==> src/rtl/sd_pkg.sv <==
// -----------------------------------------------------------------------------
// sd_pkg: shared definitions for the sigma-delta ADC receive path.
//   cic_width()   - internal CIC word width for a given ratelog2 (2*ratelog2+1)
//   clamp_align() - clamp a CIC result to 2*ratelog2 bits and left-align it
//                   into a signalwidth-bit unsigned sample
//   PRIME_TICKS   - decimation ticks discarded after reset
//   SYNC_STAGES   - flops in the comparator input synchroniser
// -----------------------------------------------------------------------------
package sd_pkg;

  localparam int PRIME_TICKS = 2;
  localparam int SYNC_STAGES = 2;

  // A 2nd-order CIC with ratio 2^rl2 grows by 2*rl2 bits over a 1-bit input.
  function automatic int cic_width(input int rl2);
    return 2 * rl2 + 1;
  endfunction

  // Full scale R^2 cannot be represented in 2*rl2 bits, so it is pulled down
  // to R^2-1. The result sits in the low sw bits of the return value.
  function automatic logic [31:0] clamp_align(input logic [31:0] raw,
                                              input int          rl2,
                                              input int          sw);
    logic [31:0] full_scale;
    logic [31:0] v;
    full_scale = (32'd1 << (2 * rl2)) - 32'd1;
    v          = (raw > full_scale) ? full_scale : raw;
    if (2 * rl2 >= sw) begin
      return v >> (2 * rl2 - sw);
    end else begin
      return v << (sw - 2 * rl2);
    end
  endfunction

endpackage

==> src/rtl/sd_adc_decimator_cic2.sv <==
// -----------------------------------------------------------------------------
// cic2_decimator: 2nd-order CIC decimator by R = 2^ratelog2 for a 0/1 input.
//   clk          - system clock
//   reset_n      - synchronous active-low reset
//   x            - 1-bit input sample (unsigned 0/1)
//   c2           - comb output, valid while sample_valid is high
//   sample_valid - one-clock pulse, two clocks after each primed tick
// All arithmetic is modular in cic_width(ratelog2) bits; wrap-around in the
// integrators cancels in the combs, so nothing saturates here.
// -----------------------------------------------------------------------------
module cic2_decimator
  import sd_pkg::*;
#(
  parameter int ratelog2 = 6
) (
  input  logic                  clk,
  input  logic                  reset_n,
  input  logic                  x,
  output logic [2*ratelog2:0]   c2,
  output logic                  sample_valid
);

  localparam int W = cic_width(ratelog2);
  localparam logic [ratelog2-1:0] PHASE_LAST = '1;

  logic [W-1:0]        i1_r;
  logic [W-1:0]        i2_r;
  logic [W-1:0]        i2_d_r;
  logic [W-1:0]        c1_r;
  logic [W-1:0]        c1_d_r;
  logic [W-1:0]        c2_r;
  logic [ratelog2-1:0] phase_r;
  logic [1:0]          prime_r;
  logic                t1_r;
  logic                v1_r;
  logic                v2_r;
  logic                tick_s;
  logic                primed_s;

  assign tick_s   = (phase_r == PHASE_LAST);
  assign primed_s = (prime_r == 2'(PRIME_TICKS));

  // Integrators and free-running phase counter, advanced every clock.
  always_ff @(posedge clk) begin
    if (!reset_n) begin
      i1_r    <= '0;
      i2_r    <= '0;
      phase_r <= '0;
    end else begin
      i1_r    <= i1_r + W'(x);
      i2_r    <= i2_r + i1_r;
      phase_r <= phase_r + ratelog2'(1);
    end
  end

  // First comb stage and priming counter, both driven by the decimation tick.
  always_ff @(posedge clk) begin
    if (!reset_n) begin
      c1_r    <= '0;
      i2_d_r  <= '0;
      prime_r <= 2'd0;
    end else if (tick_s) begin
      c1_r   <= i2_r - i2_d_r;
      i2_d_r <= i2_r;
      if (!primed_s) begin
        prime_r <= prime_r + 2'd1;
      end
    end
  end

  // Second comb stage, one clock behind the tick.
  always_ff @(posedge clk) begin
    if (!reset_n) begin
      c2_r   <= '0;
      c1_d_r <= '0;
    end else if (t1_r) begin
      c2_r   <= c1_r - c1_d_r;
      c1_d_r <= c1_r;
    end
  end

  // Tick pipeline: t1 steps the second comb; v1/v2 carry only primed ticks
  // so priming samples never reach the output.
  always_ff @(posedge clk) begin
    if (!reset_n) begin
      t1_r <= 1'b0;
      v1_r <= 1'b0;
      v2_r <= 1'b0;
    end else begin
      t1_r <= tick_s;
      v1_r <= tick_s & primed_s;
      v2_r <= v1_r;
    end
  end

  assign c2           = c2_r;
  assign sample_valid = v2_r;

endmodule

==> src/rtl/sd_adc_decimator.sv <==
// -----------------------------------------------------------------------------
// sd_adc_decimator: receive end of a 1-bit sigma-delta link. Samples an
// external comparator, drives the RC feedback pin and decimates the resulting
// bitstream into unsigned PCM samples.
//   clk     - system clock
//   reset_n - synchronous active-low reset
//   d       - comparator output, asynchronous to clk
//   fb      - feedback drive to the RC network (d delayed by 3 clocks)
//   q       - unsigned PCM sample, signalwidth bits, held between strobes
//   q_valid - one-clock strobe when q is updated
// Optional build macro SD_ADC_IIR_EN: routes samples through iirfilter
// (cbits=2, immediate=0) and delays q_valid by one more clock.
// -----------------------------------------------------------------------------
module sd_adc_decimator
  import sd_pkg::*;
#(
  parameter int signalwidth = 16,
  parameter int ratelog2    = 6
) (
  input  logic                   clk,
  input  logic                   reset_n,
  input  logic                   d,
  output logic                   fb,
  output logic [signalwidth-1:0] q,
  output logic                   q_valid
);

  logic [SYNC_STAGES-1:0]          sync_r;
  logic [cic_width(ratelog2)-1:0]  c2_s;
  logic                            sample_valid_s;
  logic [signalwidth-1:0]          sample_s;

  // Comparator synchroniser; fb is the synchronised bit registered once more,
  // and that same registered bit is what the CIC integrates.
  always_ff @(posedge clk) begin
    if (!reset_n) begin
      sync_r <= '0;
      fb     <= 1'b0;
    end else begin
      sync_r <= {sync_r[SYNC_STAGES-2:0], d};
      fb     <= sync_r[SYNC_STAGES-1];
    end
  end

  cic2_decimator #(
    .ratelog2     (ratelog2)
  ) u_cic (
    .clk          (clk),
    .reset_n      (reset_n),
    .x            (fb),
    .c2           (c2_s),
    .sample_valid (sample_valid_s)
  );

  assign sample_s = signalwidth'(clamp_align(32'(c2_s), ratelog2, signalwidth));

`ifdef SD_ADC_IIR_EN
  logic [signalwidth-1:0] iir_q_s;
  logic                   iir_valid_r;

  iirfilter #(
    .signalwidth (signalwidth),
    .cbits       (2),
    .immediate   (0)
  ) u_iir (
    .clk         (clk),
    .reset_n     (reset_n),
    .ena         (sample_valid_s),
    .d           (sample_s),
    .q           (iir_q_s)
  );

  // Filter output settles one clock after its enable; strobe follows it.
  always_ff @(posedge clk) begin
    if (!reset_n) begin
      iir_valid_r <= 1'b0;
      q_valid     <= 1'b0;
      q           <= '0;
    end else begin
      iir_valid_r <= sample_valid_s;
      q_valid     <= iir_valid_r;
      if (iir_valid_r) begin
        q <= iir_q_s;
      end
    end
  end
`else
  // Output register: capture the aligned sample on each primed strobe.
  always_ff @(posedge clk) begin
    if (!reset_n) begin
      q_valid <= 1'b0;
      q       <= '0;
    end else begin
      q_valid <= sample_valid_s;
      if (sample_valid_s) begin
        q <= sample_s;
      end
    end
  end
`endif

endmodule

==> config.mk <==
export PLATFORM = sky130hd
export DESIGN_NAME = sd_adc_decimator
export DESIGN_NICKNAME = d
export VERILOG_FILES = /design/src/rtl/sd_pkg.sv /design/src/rtl/sd_adc_decimator_cic2.sv /design/src/rtl/sd_adc_decimator.sv
export SDC_FILE = /design/constraint.sdc
export NUM_CORES = 1
export LEC_CHECK = 0
export CELL_PAD_IN_SITES_DETAIL_PLACEMENT = 0
export CELL_PAD_IN_SITES_GLOBAL_PLACEMENT = 1
export CORE_MARGIN = 3
export CORE_UTILIZATION = 40
export DETAILED_ROUTE_END_ITERATION = 6
export DONT_BUFFER_PORTS = 1
export PLACE_DENSITY_LB_ADDON = 0.1
export SETUP_SLACK_MARGIN = 0.4
export SLEW_MARGIN = 20
export SYNTH_ARGS = -nofsm -noshare
export SYNTH_HDL_FRONTEND = slang
export SYNTH_SLANG_ARGS = --single-unit
export TNS_END_PERCENT = 20
==> constraint.sdc <==
create_clock -name clk -period 3.2 [get_ports clk]
set_input_delay 0.48 -clock clk [delete_from_list [all_inputs] [get_ports clk]]
set_output_delay 0.48 -clock clk [all_outputs]
set_load 0.03 [all_outputs]
==> reports/results.tsv, run 1 <==
stage	metric	value	unit
pwr	p_switching	0.521	mW
detailed_routing	wirelength	10.6	mm
cts	cts_sinks	105	
detailed_routing	viasPerCell	5.19	
cts	clockBufferDepth	2	
global_routing	grt_overflow_total	0	
detailed_routing	vias	4112	
logic_synthesis	synth_commonest_cells	dfxtp_1 (105), nor2_1 (77), nand2_1 (58)	
sta	final.period_utilization	77.0	%
sta	holdWs	0.253	ns
detailed_routing	wl_per_cell	13.4	um
logic_synthesis	ys.flop_type	dfxtp_1	
setup_path	arrival	2.71	ns
cts	clkLatencyLatePin	0.35	ns
sta	tightest_slew	0.750	ns
setup_path	critPathSlowestCell	fa_1	
logic_synthesis	synth.distinct_cells	56	
detailed_routing	drc	0	
sta	slew_headroom	49.8	%
final_layout	drive_gt1_share	5.65	%
pwr	p_per_area	436	nW/um2
cts	cts.clk_slew.worst_paths	0.07	ns
logic_synthesis	synth.cell_area	5340	um2
pwr	p_int	2.01	mW
pwr	switching_share	20.6	%
flow_run	maxCapViolations	0	
logic_synthesis	synth-async-reset-ratio	0	%
outcome	outcome	finished clean	
global_routing	first_global_vias	4044	
global_routing	grt_max_degree	38	
pwr	peakVddDrop	0.324	mV
sta	setup-tns-final	0	ns
detailed_routing	ant_nets	0	
logic_synthesis	synth_largest_area_cell	dfxtp_1	
setup_path	path_class	reg2reg	
logic_synthesis	ys_ff_latch	105	
final_layout	antenna_cells	0	
sta	hold_viol_final	0	
floorplan	core	12800	um2
final_layout	nets	662	
setup_path	path_max_fanout	3	
floorplan	dieWidth	122	um
detailed_routing	drt_iter0_markers	181	
logic_synthesis	avgSynthCellArea	8.48	um2
logic_synthesis	synth-edff-count	0	
sta	setup_viol	0	
setup_path	slowest_delay	0.39	ns
sta	rsz0062_at_grt	false	
hold_path	hp-class	in2reg	
place	place_ws	0.671	ns
global_routing	grt_pass1_wl	19.1	mm
floorplan	die_h	122	um
setup_path	cp.required	3.44	ns
setup_path	crit_path_start_kind	register	
place	port_buffers	0	
floorplan	num_rows	41	
logic_synthesis	yosysWarnings	0	
cts	cts_hold_buf	0	
logic_synthesis	yosys.cell_count.top_type	dfxtp_1	
cts	tritoncts	yes	
sta	drv_slew	0	
pwr	p_seq_share	52.1	%
logic_synthesis	synthCells	629	
cts	cts_root_buf	clkbuf_16	
pwr	clock_power_share	46.4	%
logic_synthesis	synthTopCellsByArea	dfxtp_1 (39%), ha_1 (9.4%), nor2_1 (5.4%)	
floorplan	num_io_pins	21	
final_layout	synthToLayoutAreaGrowth	8.53	%
sta	worst_slack	0.737	ns
floorplan	dieArea	14800	um2
cts	cts_resized	0	
place	hpwl	7.79	mm
sta	fmax	406	MHz
cts	htreeDepth	3	
pwr	p_comb_share	1.5	%
sta	fin_crit	2.46	ns
setup_path	crit_path_end_kind	register	
setup_path	crit_chain	inv_1 -> ha_1 -> fa_1 -> nand2b_1 -> a211oi_1 -> nor2b_1 -> o31ai_1 -> mux2_2	
cts	postCtsSetupBuffers	0	
place	place_congestion	0.793	
floorplan	start_util	41.6	%
cts	cts_buffers	9	
global_routing	track_usage	15.9	%
logic_synthesis	yosysSeqAreaShare	39.4	%
sta	clock_skew	0.00650	ns
detailed_routing	drt_pass1_iterations	4	
logic_synthesis	yosysTopAreaCellShare	39.4	%
pwr	p_leak	2.24	nW
global_routing	antenna_found_initial	0	
worst paths after layout:
check,slack (ns),cells past startpoint,endpoint,from
max reg2reg,0.74,8,u_cic.c2[10]$_SDFFE_PN0P_,u_cic.c1_r[0]$_SDFFE_PN0P_
min,0.25,1,u_cic.sample_valid$_SDFF_PN0_,reset_n
max,0.74,8,u_cic.c2[10]$_SDFFE_PN0P_,u_cic.c1_r[0]$_SDFFE_PN0P_
min reg2reg,0.44,1,u_cic.sample_valid$_SDFF_PN0_,u_cic.v1_r$_SDFF_PN0_
state kept, by name (all words and copies together), names as in the netlist:
register	count
q_valid	1
u_cic.phase_r	6
u_cic.i1_r	13
u_cic.c1_d_r	13
u_cic.v1_r	1
u_cic.c1_r	13
u_cic.prime_r	2
q	12
sync_r	2
u_cic.i2_r	13
u_cic.sample_valid	1
fb	1
u_cic.i2_d_r	13
u_cic.c2	13
u_cic.t1_r	1
cell type report:
class	count	area, um2
Multi-Input combinational cell	459	2970
Timing Repair Buffer	6	57.6
Tap cell	172	215
Fill cell	1328	7030
Clock inverter	6	91.3
Clock buffer	9	225
Sequential cell	105	2100
Inverter	35	131
through the flow:
| stage | util, % | area (um2) | instances | total power [mW] |
|---|---|---|---|---|
| 4_1_cts | 45.2 | 5790 | 792 | 2.58 |
| 6_report | 45.2 | 5790 | 792 | 2.53 |
| 3_5_place_dp | 42.7 | 5480 | 777 | 1.39 |
| 2_1_floorplan | - | 5350 | 632 | 1.38 |
| 3_3_place_gp | 42.7 | 5480 | 777 | 1.39 |
| 5_1_grt | 45.2 | 5790 | 792 | 2.63 |
critical path, delay by kind of cell (launching register included):
kind                     cells  cell delay [ns]
AND/OR/NAND/NOR              2             0.32
buffers and inverters        1             0.05
AO/OA/AOI/OAI                2             0.68
adder cells (fa/ha/maj)      2             0.59
multiplexers                 1             0.36
flip-flops                   1             0.35
routing by layer:
| layer | track usage (%) | up-vias | part of all wire [%] |
|---|---|---|---|
| li1 | - | 2181 | - |
| met1 | 19.6 | 1874 | 48 |
| met2 | 26.9 | 44 | 48 |
| met3 | 4.10 | 13 | 3.1 |
| met4 | 5.39 | 0 | 1.6 |
| met5 | 0 | - | 0 |
placed cells by master (no fill, tap or decap), types with 10 or more instances in the layout:
| cell type | instances |
|---|---|
| a211oi_1 | 13 |
| a21oi_1 | 53 |
| and2_1 | 10 |
| dfxtp_1 | 105 |
| ha_1 | 40 |
| inv_1 | 34 |
| mux2i_1 | 16 |
| nand2_1 | 58 |
| nand3_1 | 16 |
| nor2_1 | 77 |
| nor3_1 | 10 |
| o21ai_0 | 28 |
| o22ai_1 | 16 |
| xor2_1 | 20 |
power groups by stage:
stage | combinational [mW] | clock [mW] | sequential, mW
floorplan | 0.0386 | 0 | 1.35
global placement | 0.0392 | 0 | 1.35
detailed placement | 0.0400 | 0 | 1.35
CTS | 0.0401 | 1.22 | 1.32
global route | 0.0440 | 1.27 | 1.32
finish | 0.0389 | 1.17 | 1.32
cell families (layout without fill, tap and decap cells):
group	after synthesis	count (layout)	synth area share (%)
xor gates and xnor gates	27	27	4.43
muxes	19	19	3.63
other	1	4	0.0703
buffers and inverters	68	56	5.23
AOI/OAI and AO/OA	155	155	18.8
adders and majority gates	43	43	10.5
DFF	105	105	39.4
and+or+nand+nor	211	211	18.0
Power figures use the tool's default switching activity.
==> run 2, diff against run 1 <==
- clock period: 3.2 -> 2.4 ns (I/O delays scaled with it)
==> run 2 against run 1 <==
Worst setup slack worse by 0.34 ns. Power rose by 28%. Sequential share of layout area down 0.84 points. Register-to-register slack got worse by 0.34 ns. Critical path type unchanged. Sequential power is 33% higher. Cell area rose by 2.6%. Largest power group unchanged.
==> reports/results.tsv, run 2 (synthesis results as in run 1) <==
stage	metric	value	unit	change
outcome	outcome	finished clean		
final_layout	final_cell_mix	dfxtp_1 (101), nor2_1 (75), nand2_1 (58)		
detailed_routing	wirelength	10.9	mm	+3.1%
hold_path	hp-class	in2reg		
sta	rsz0062_at_grt	true		
floorplan	dieWidth	122	um	unchanged
final_layout	postLayoutCellArea	5940	um2	+2.6%
floorplan	die_h	122	um	unchanged
sta	holdWs	0.129	ns	-0.124 ns
place	place_congestion	0.773		-2.5%
setup_path	rr_startpoint	u_cic.i2_r[0]$_SDFF_PN0_		
floorplan	dieArea	14800	um2	unchanged
sta	hold_viol_final	0		unchanged
cts	tritoncts	yes		
cts	cts_buffers	9		unchanged
detailed_routing	drc	0		unchanged
setup_path	crit_path_end_kind	register		
setup_path	crit_path_start_kind	register		
floorplan	core	12800	um2	unchanged
setup_path	path_buf_inv	0		-1
hold_path	hp-start	reset_n		
floorplan	start_util	41.6	%	unchanged
detailed_routing	ant_nets	0		unchanged
detailed_routing	wl_per_cell	13.6	um	+1.8%
setup_path	path_class	reg2reg		
detailed_routing	drt_pass1_iterations	4		unchanged
detailed_routing	viasPerCell	5.20		+0.22%
sta	fin_crit	2.00	ns	-0.461 ns
setup_path	slowest_delay	0.38	ns	about the same
global_routing	track_usage	15.7	%	-0.14 points
final_layout	synthToLayoutAreaGrowth	11.4	%	
cts	cts_sinks	105		unchanged
setup_path	arrival	2.22	ns	-0.49 ns
detailed_routing	vias	4173		+1.5%
place	port_buffers	0		unchanged
sta	fmax	499	MHz	+23%
setup_path	critPathSlowestCell	fa_2		
floorplan	num_io_pins	21		unchanged
cts	clkLatencyLatePin	0.35	ns	about the same
setup_path	crit_chain	ha_1 -> fa_2 -> a21oi_2 -> o211ai_2 -> a2111oi_4 -> or4_1 -> a21oi_1		
pwr	p_per_area	544	nW/um2	+25%
cts	cts_root_buf	clkbuf_16		
setup_path	r2r_cells	7		-1
sta	slew_headroom	64.7	%	+15 points
final_layout	nets	671		+1.4%
cts	clockBufferDepth	2		unchanged
final_layout	antenna_cells	0		unchanged
setup_path	timing.rr.end	u_cic.i2_r[12]$_SDFF_PN0_		
global_routing	grt_max_degree	36		-5.3%
floorplan	num_rows	41		unchanged
sta	tightest_slew	0.516	ns	-0.234 ns
hold_path	hold_path_depth	1		unchanged
hold_path	min_to	u_cic.sample_valid$_SDFF_PN0_		
setup_path	r2r_setup_slack	0.40	ns	-0.34 ns
detailed_routing	drt_iter0_markers	142		-22%
sta	final.period_utilization	83.4	%	+6.5 points
global_routing	grt_pass1_wl	18.9	mm	-1.5%
global_routing	first_global_vias	4011		-0.82%
sta	setup-tns-final	0	ns	unchanged
cts	cts_hold_buf	0		unchanged
cts	cts.clk_slew.worst_paths	0.07	ns	about the same
global_routing	antenna_found_initial	0		unchanged
cts	htreeDepth	3		unchanged
sta	clock_skew	0.00565	ns	-0.000846 ns
place	placed_cell_area	5510	um2	+0.57%
final_layout	final_common_cell	dfxtp_1		
global_routing	grt_overflow_total	0		unchanged
pwr	p_leak	2.30	nW	+2.5%
place	hpwl	7.77	mm	-0.28%
setup_path	crit_family	compound AO/OA/AOI/OAI gates		
final_layout	drive_gt1_share	10.8	%	+5.1 points
sta	setup_viol	0		unchanged
pwr	peakVddDrop	0.348	mV	+7.4%
flow_run	maxCapViolations	0		unchanged
setup_path	path_max_fanout	4		+1
sta	drv_slew	0		unchanged
setup_path	cp.required	2.62	ns	-0.82 ns
run 2: metrics by stage:
step | setup slack [ns] | instances | utilization [%] | power, mW
floorplan | 0.385 | 632 | - | 1.85
global placement | 0.248 | 779 | 42.9 | 1.85
detailed placement | 0.218 | 779 | 42.9 | 1.85
CTS | 0.348 | 802 | 46.0 | 3.29
global route | 0.289 | 802 | 46.3 | 3.36
finish | 0.398 | 802 | 46.3 | 3.23
run 2: final cells by class:
class                           count  area, um2
Clock inverter                      5       37.5
Multi-Input combinational cell    459       3090
Tap cell                          172        215
Fill cell                        1325       6880
Inverter                           35        131
Timing Repair Buffer               15        113
Clock buffer                       11        253
Sequential cell                   105       2110
run 2: layer usage:
metal  share of wire (%)  global-route usage (%)  wire length (um)
met1                  47                    18.6              5110
met2                  49                    27.8              5390
met3                 2.4                    3.73               258
met4                 1.5                    5.46               166
met5                   0                       0                 0
run 2: timing repair:
action | 4_1_cts | 5_1_grt
setup buffers | 7 | 0
pin swaps | 5 | 6
gates resized for setup | 11 | 12
setup endpoints to repair | 8 | 11
cloned | 0 | 0
run 2: power by group:
part	internal (mW)	leakage (nW)	switching, mW
Combinational	0.0132	1.31	0.0410
Sequential	1.75	0.849	0.00539
Clock	0.764	0.138	0.658
Total	2.53	2.30	0.704
run 2: worst max-delay path by stage:
stage	start	endpoint	slack (ns)	depth (start not counted)
after floorplan	u_cic.c1_r[0]$_SDFFE_PN0P_	u_cic.c2[10]$_SDFFE_PN0P_	0.38	8
after global placement	u_cic.c1_r[0]$_SDFFE_PN0P_	u_cic.c2[10]$_SDFFE_PN0P_	0.25	8
after detailed placement	u_cic.c1_r[0]$_SDFFE_PN0P_	u_cic.c2[10]$_SDFFE_PN0P_	0.22	8
after CTS	u_cic.c1_r[0]$_SDFFE_PN0P_	u_cic.c2[10]$_SDFFE_PN0P_	0.35	8
after global routing	u_cic.i2_r[0]$_SDFF_PN0_	u_cic.c1_r[10]$_SDFFE_PN0P_	0.29	8
final	u_cic.i2_r[0]$_SDFF_PN0_	u_cic.i2_r[12]$_SDFF_PN0_	0.40	7
==> run 3, diff against run 2 <==
- clock period: 2.4 -> 1.83 ns (I/O delays scaled with it)
==> run 3 against run 2 <==
The flow now finishes with violations (negative setup slack). Cell count rose by 7.2%. Flip-flop and latch count did not move. Non-clock buffer count increased by 60. Combinational power grew 47%. Cell area up 16%. Core utilization increased by 7.5 points. Worst hold slack got worse by 0.078 ns. Power is 29% higher. First-iteration DRC count up 0.70%. Via count rose by 6.2%. Die area is the same. Routed wire length rose by 7.0%. Critical path type unchanged.
==> reports/results.tsv, run 3 (synthesis results as in run 1) <==
stage	metric	value	unit	change
outcome	outcome	finished, violations left		
outcome	violations	negative setup slack		
cts	cts.clk_slew.worst_paths	0.07	ns	about the same
sta	clock_skew	0.00637	ns	+0.000716 ns
final_layout	instances_no_fill	860		+7.2%
detailed_routing	ant_nets	0		unchanged
global_routing	grt_overflow_total	0		unchanged
cts	cts_buffers	9		unchanged
global_routing	grt_max_degree	36		unchanged
pwr	p_comb_share	1.9	%	+0.2 points
sta	hold_viol_final	0		unchanged
floorplan	start_util	41.6	%	unchanged
global_routing	grt.met1_usage	19.8	%	+1.1 points
setup_path	path_buf_inv	1		+1
floorplan	dieWidth	122	um	unchanged
detailed_routing	drt_iter0_markers	143		+0.70%
pwr	peakVddDrop	0.364	mV	+4.4%
sta	worst_slack	-0.196	ns	-0.593 ns
sta	fmax	494	MHz	-1.2%
setup_path	path_max_fanout	2		-2
cts	cts_hold_buf	0		unchanged
cts	clkLatencyLatePin	0.35	ns	about the same
pwr	p_per_area	605	nW/um2	+11%
setup_path	cp.required	2.07	ns	-0.55 ns
setup_path	crit_chain	inv_2 -> ha_4 -> fa_2 -> nand2b_4 -> a211oi_4 -> nor2b_2 -> o31ai_2 -> mux2_4		
place	place_ws	-0.298	ns	-0.517 ns
setup_path	r2r_setup_slack	-0.20	ns	-0.59 ns
sta	setup_viol	12		+12
setup_path	slowest_delay	0.34	ns	-0.04 ns
floorplan	num_rows	41		unchanged
global_routing	track_usage	16.6	%	+0.84 points
setup_path	crit_family	compound AO/OA/AOI/OAI gates		
detailed_routing	drt_pass1_iterations	4		unchanged
sta	final.period_utilization	111	%	+27 points
detailed_routing	wl_per_cell	13.6	um	-0.22%
flow_run	maxCapViolations	0		unchanged
place	placed_cell_area	5980	um2	+8.5%
floorplan	num_io_pins	21		unchanged
floorplan	core	12800	um2	unchanged
sta	fin_crit	2.03	ns	+0.0234 ns
final_layout	antenna_cells	0		unchanged
final_layout	synthToLayoutAreaGrowth	29.4	%	
cts	cts_root_buf	clkbuf_16		
detailed_routing	wirelength	11.7	mm	+7.0%
place	port_buffers	0		unchanged
setup_path	arrival	2.27	ns	+0.05 ns
pwr	switching_share	21.2	%	-0.58 points
setup_path	critPathSlowestCell	dfxtp_2		
final_layout	nets	731		+8.9%
hold_path	hp-class	in2reg		
place	place_congestion	0.825		+6.8%
pwr	total_power	4.18	mW	+29%
detailed_routing	vias	4430		+6.2%
pwr	clock_power_share	43.0	%	-1.0 points
pwr	p_seq_share	55.1	%	+0.8 points
cts	clockBufferDepth	2		unchanged
cts	cts_sinks	105		unchanged
place	place_inst	831		+6.7%
setup_path	crit_path_start_kind	register		
global_routing	antenna_found_initial	0		unchanged
floorplan	dieArea	14800	um2	unchanged
global_routing	use_met2	29.7	%	+1.9 points
global_routing	grtUsageMet3	2.38	%	-1.4 points
final_layout	final_cell_mix	dfxtp_1 (88), nor2_1 (73), buf_4 (62)		
global_routing	grt.busiest_layer	met2		
pwr	p_switching	0.886	mW	+26%
cts	tritoncts	yes		
detailed_routing	viasPerCell	5.15		-1.0%
final_layout	postLayoutCellArea	6900	um2	+16%
setup_path	crit_path_end_kind	register		
place	hpwl	8.12	mm	+4.5%
floorplan	die_h	122	um	unchanged
setup_path	path_class	reg2reg		
global_routing	first_global_vias	4252		+6.0%
sta	rsz0062_at_grt	true		
pwr	p_leak	2.70	nW	+17%
detailed_routing	drc	0		unchanged
pwr	p_int	3.29	mW	+30%
cts	htreeDepth	3		unchanged
final_layout	final_common_cell	dfxtp_1		
global_routing	grt_pass1_wl	19.9	mm	+5.7%
final_layout	drive_gt1_share	28.1	%	+17 points
sta	drv_slew	0		unchanged
## run 3: cell types whose count changed in the layout (fill, tap and decap cells not counted), moves of 4 or more
cell / before / now
a211oi_2: 1 / 6
dfxtp_2: 4 / 13
nand3_1: 16 / 12
o21ai_2: 1 / 7
dfxtp_4: 0 / 4
buf_4: 15 / 62
dfxtp_1: 101 / 88
buf_6: 0 / 11
a211oi_1: 11 / 5
ha_1: 38 / 23
ha_4: 2 / 15
o21ai_0: 27 / 18
## run 3: area by class of cell
class                   count  area (um2)
inverters                  35         134
repair buffers             75         629
clock inverters             3        17.5
flip-flops and latches    105        2130
clock buffers              11         253
multi-input cells         459        3520
well taps                 172         215
fillers                  1205        5920
## run 3: path summary, 6_finish.rpt
check	from	cells after the start	end
setup / recovery	u_cic.c1_r[0]$_SDFFE_PN0P_	8	u_cic.c2[10]$_SDFFE_PN0P_
hold / removal	reset_n	1	u_cic.sample_valid$_SDFF_PN0_
setup reg to reg	u_cic.c1_r[0]$_SDFFE_PN0P_	8	u_cic.c2[10]$_SDFFE_PN0P_
hold reg to reg	sync_r[0]$_SDFF_PN0_	1	sync_r[1]$_SDFF_PN0_
## run 3: repair_timing
action | 4_1_cts | 5_1_grt
buffers inserted | 10 | 5
pin swaps | 44 | 37
endpoints found under the hold margin | 0 | 0
endpoints found under the setup margin | 57 | 47
gates resized for setup | 88 | 42
## run 3: routing by layer
metal	vias to the layer above	wire (um)
met3	14	245
li1	2315	-
met4	0	222
met5	-	0
met2	47	5770
met1	2054	5450
## run 3: power by group through the flow
| stage | combinational [mW] | clock [mW] | sequential (mW) |
|---|---|---|---|
| final | 0.0797 | 1.80 | 2.30 |
| after detailed placement | 0.0728 | 0 | 2.35 |
| after global routing | 0.0911 | 1.96 | 2.30 |
| after global placement | 0.0715 | 0 | 2.35 |
| after CTS | 0.0783 | 1.86 | 2.30 |
| after floorplan | 0.0680 | 0 | 2.35 |
## run 3: per-stage QoR
step / hold WS (ns) / util (%) / setup TNS [ns]
finish: 0.0511 / 53.8 / -1.14
global route: 0.0469 / 53.8 / -2.59
CTS: 0.0393 / 52.1 / -1.11
detailed placement: 0.405 / 46.6 / -2.10
global placement: 0.402 / 46.6 / -1.56
floorplan: 0.402 / - / -0.315
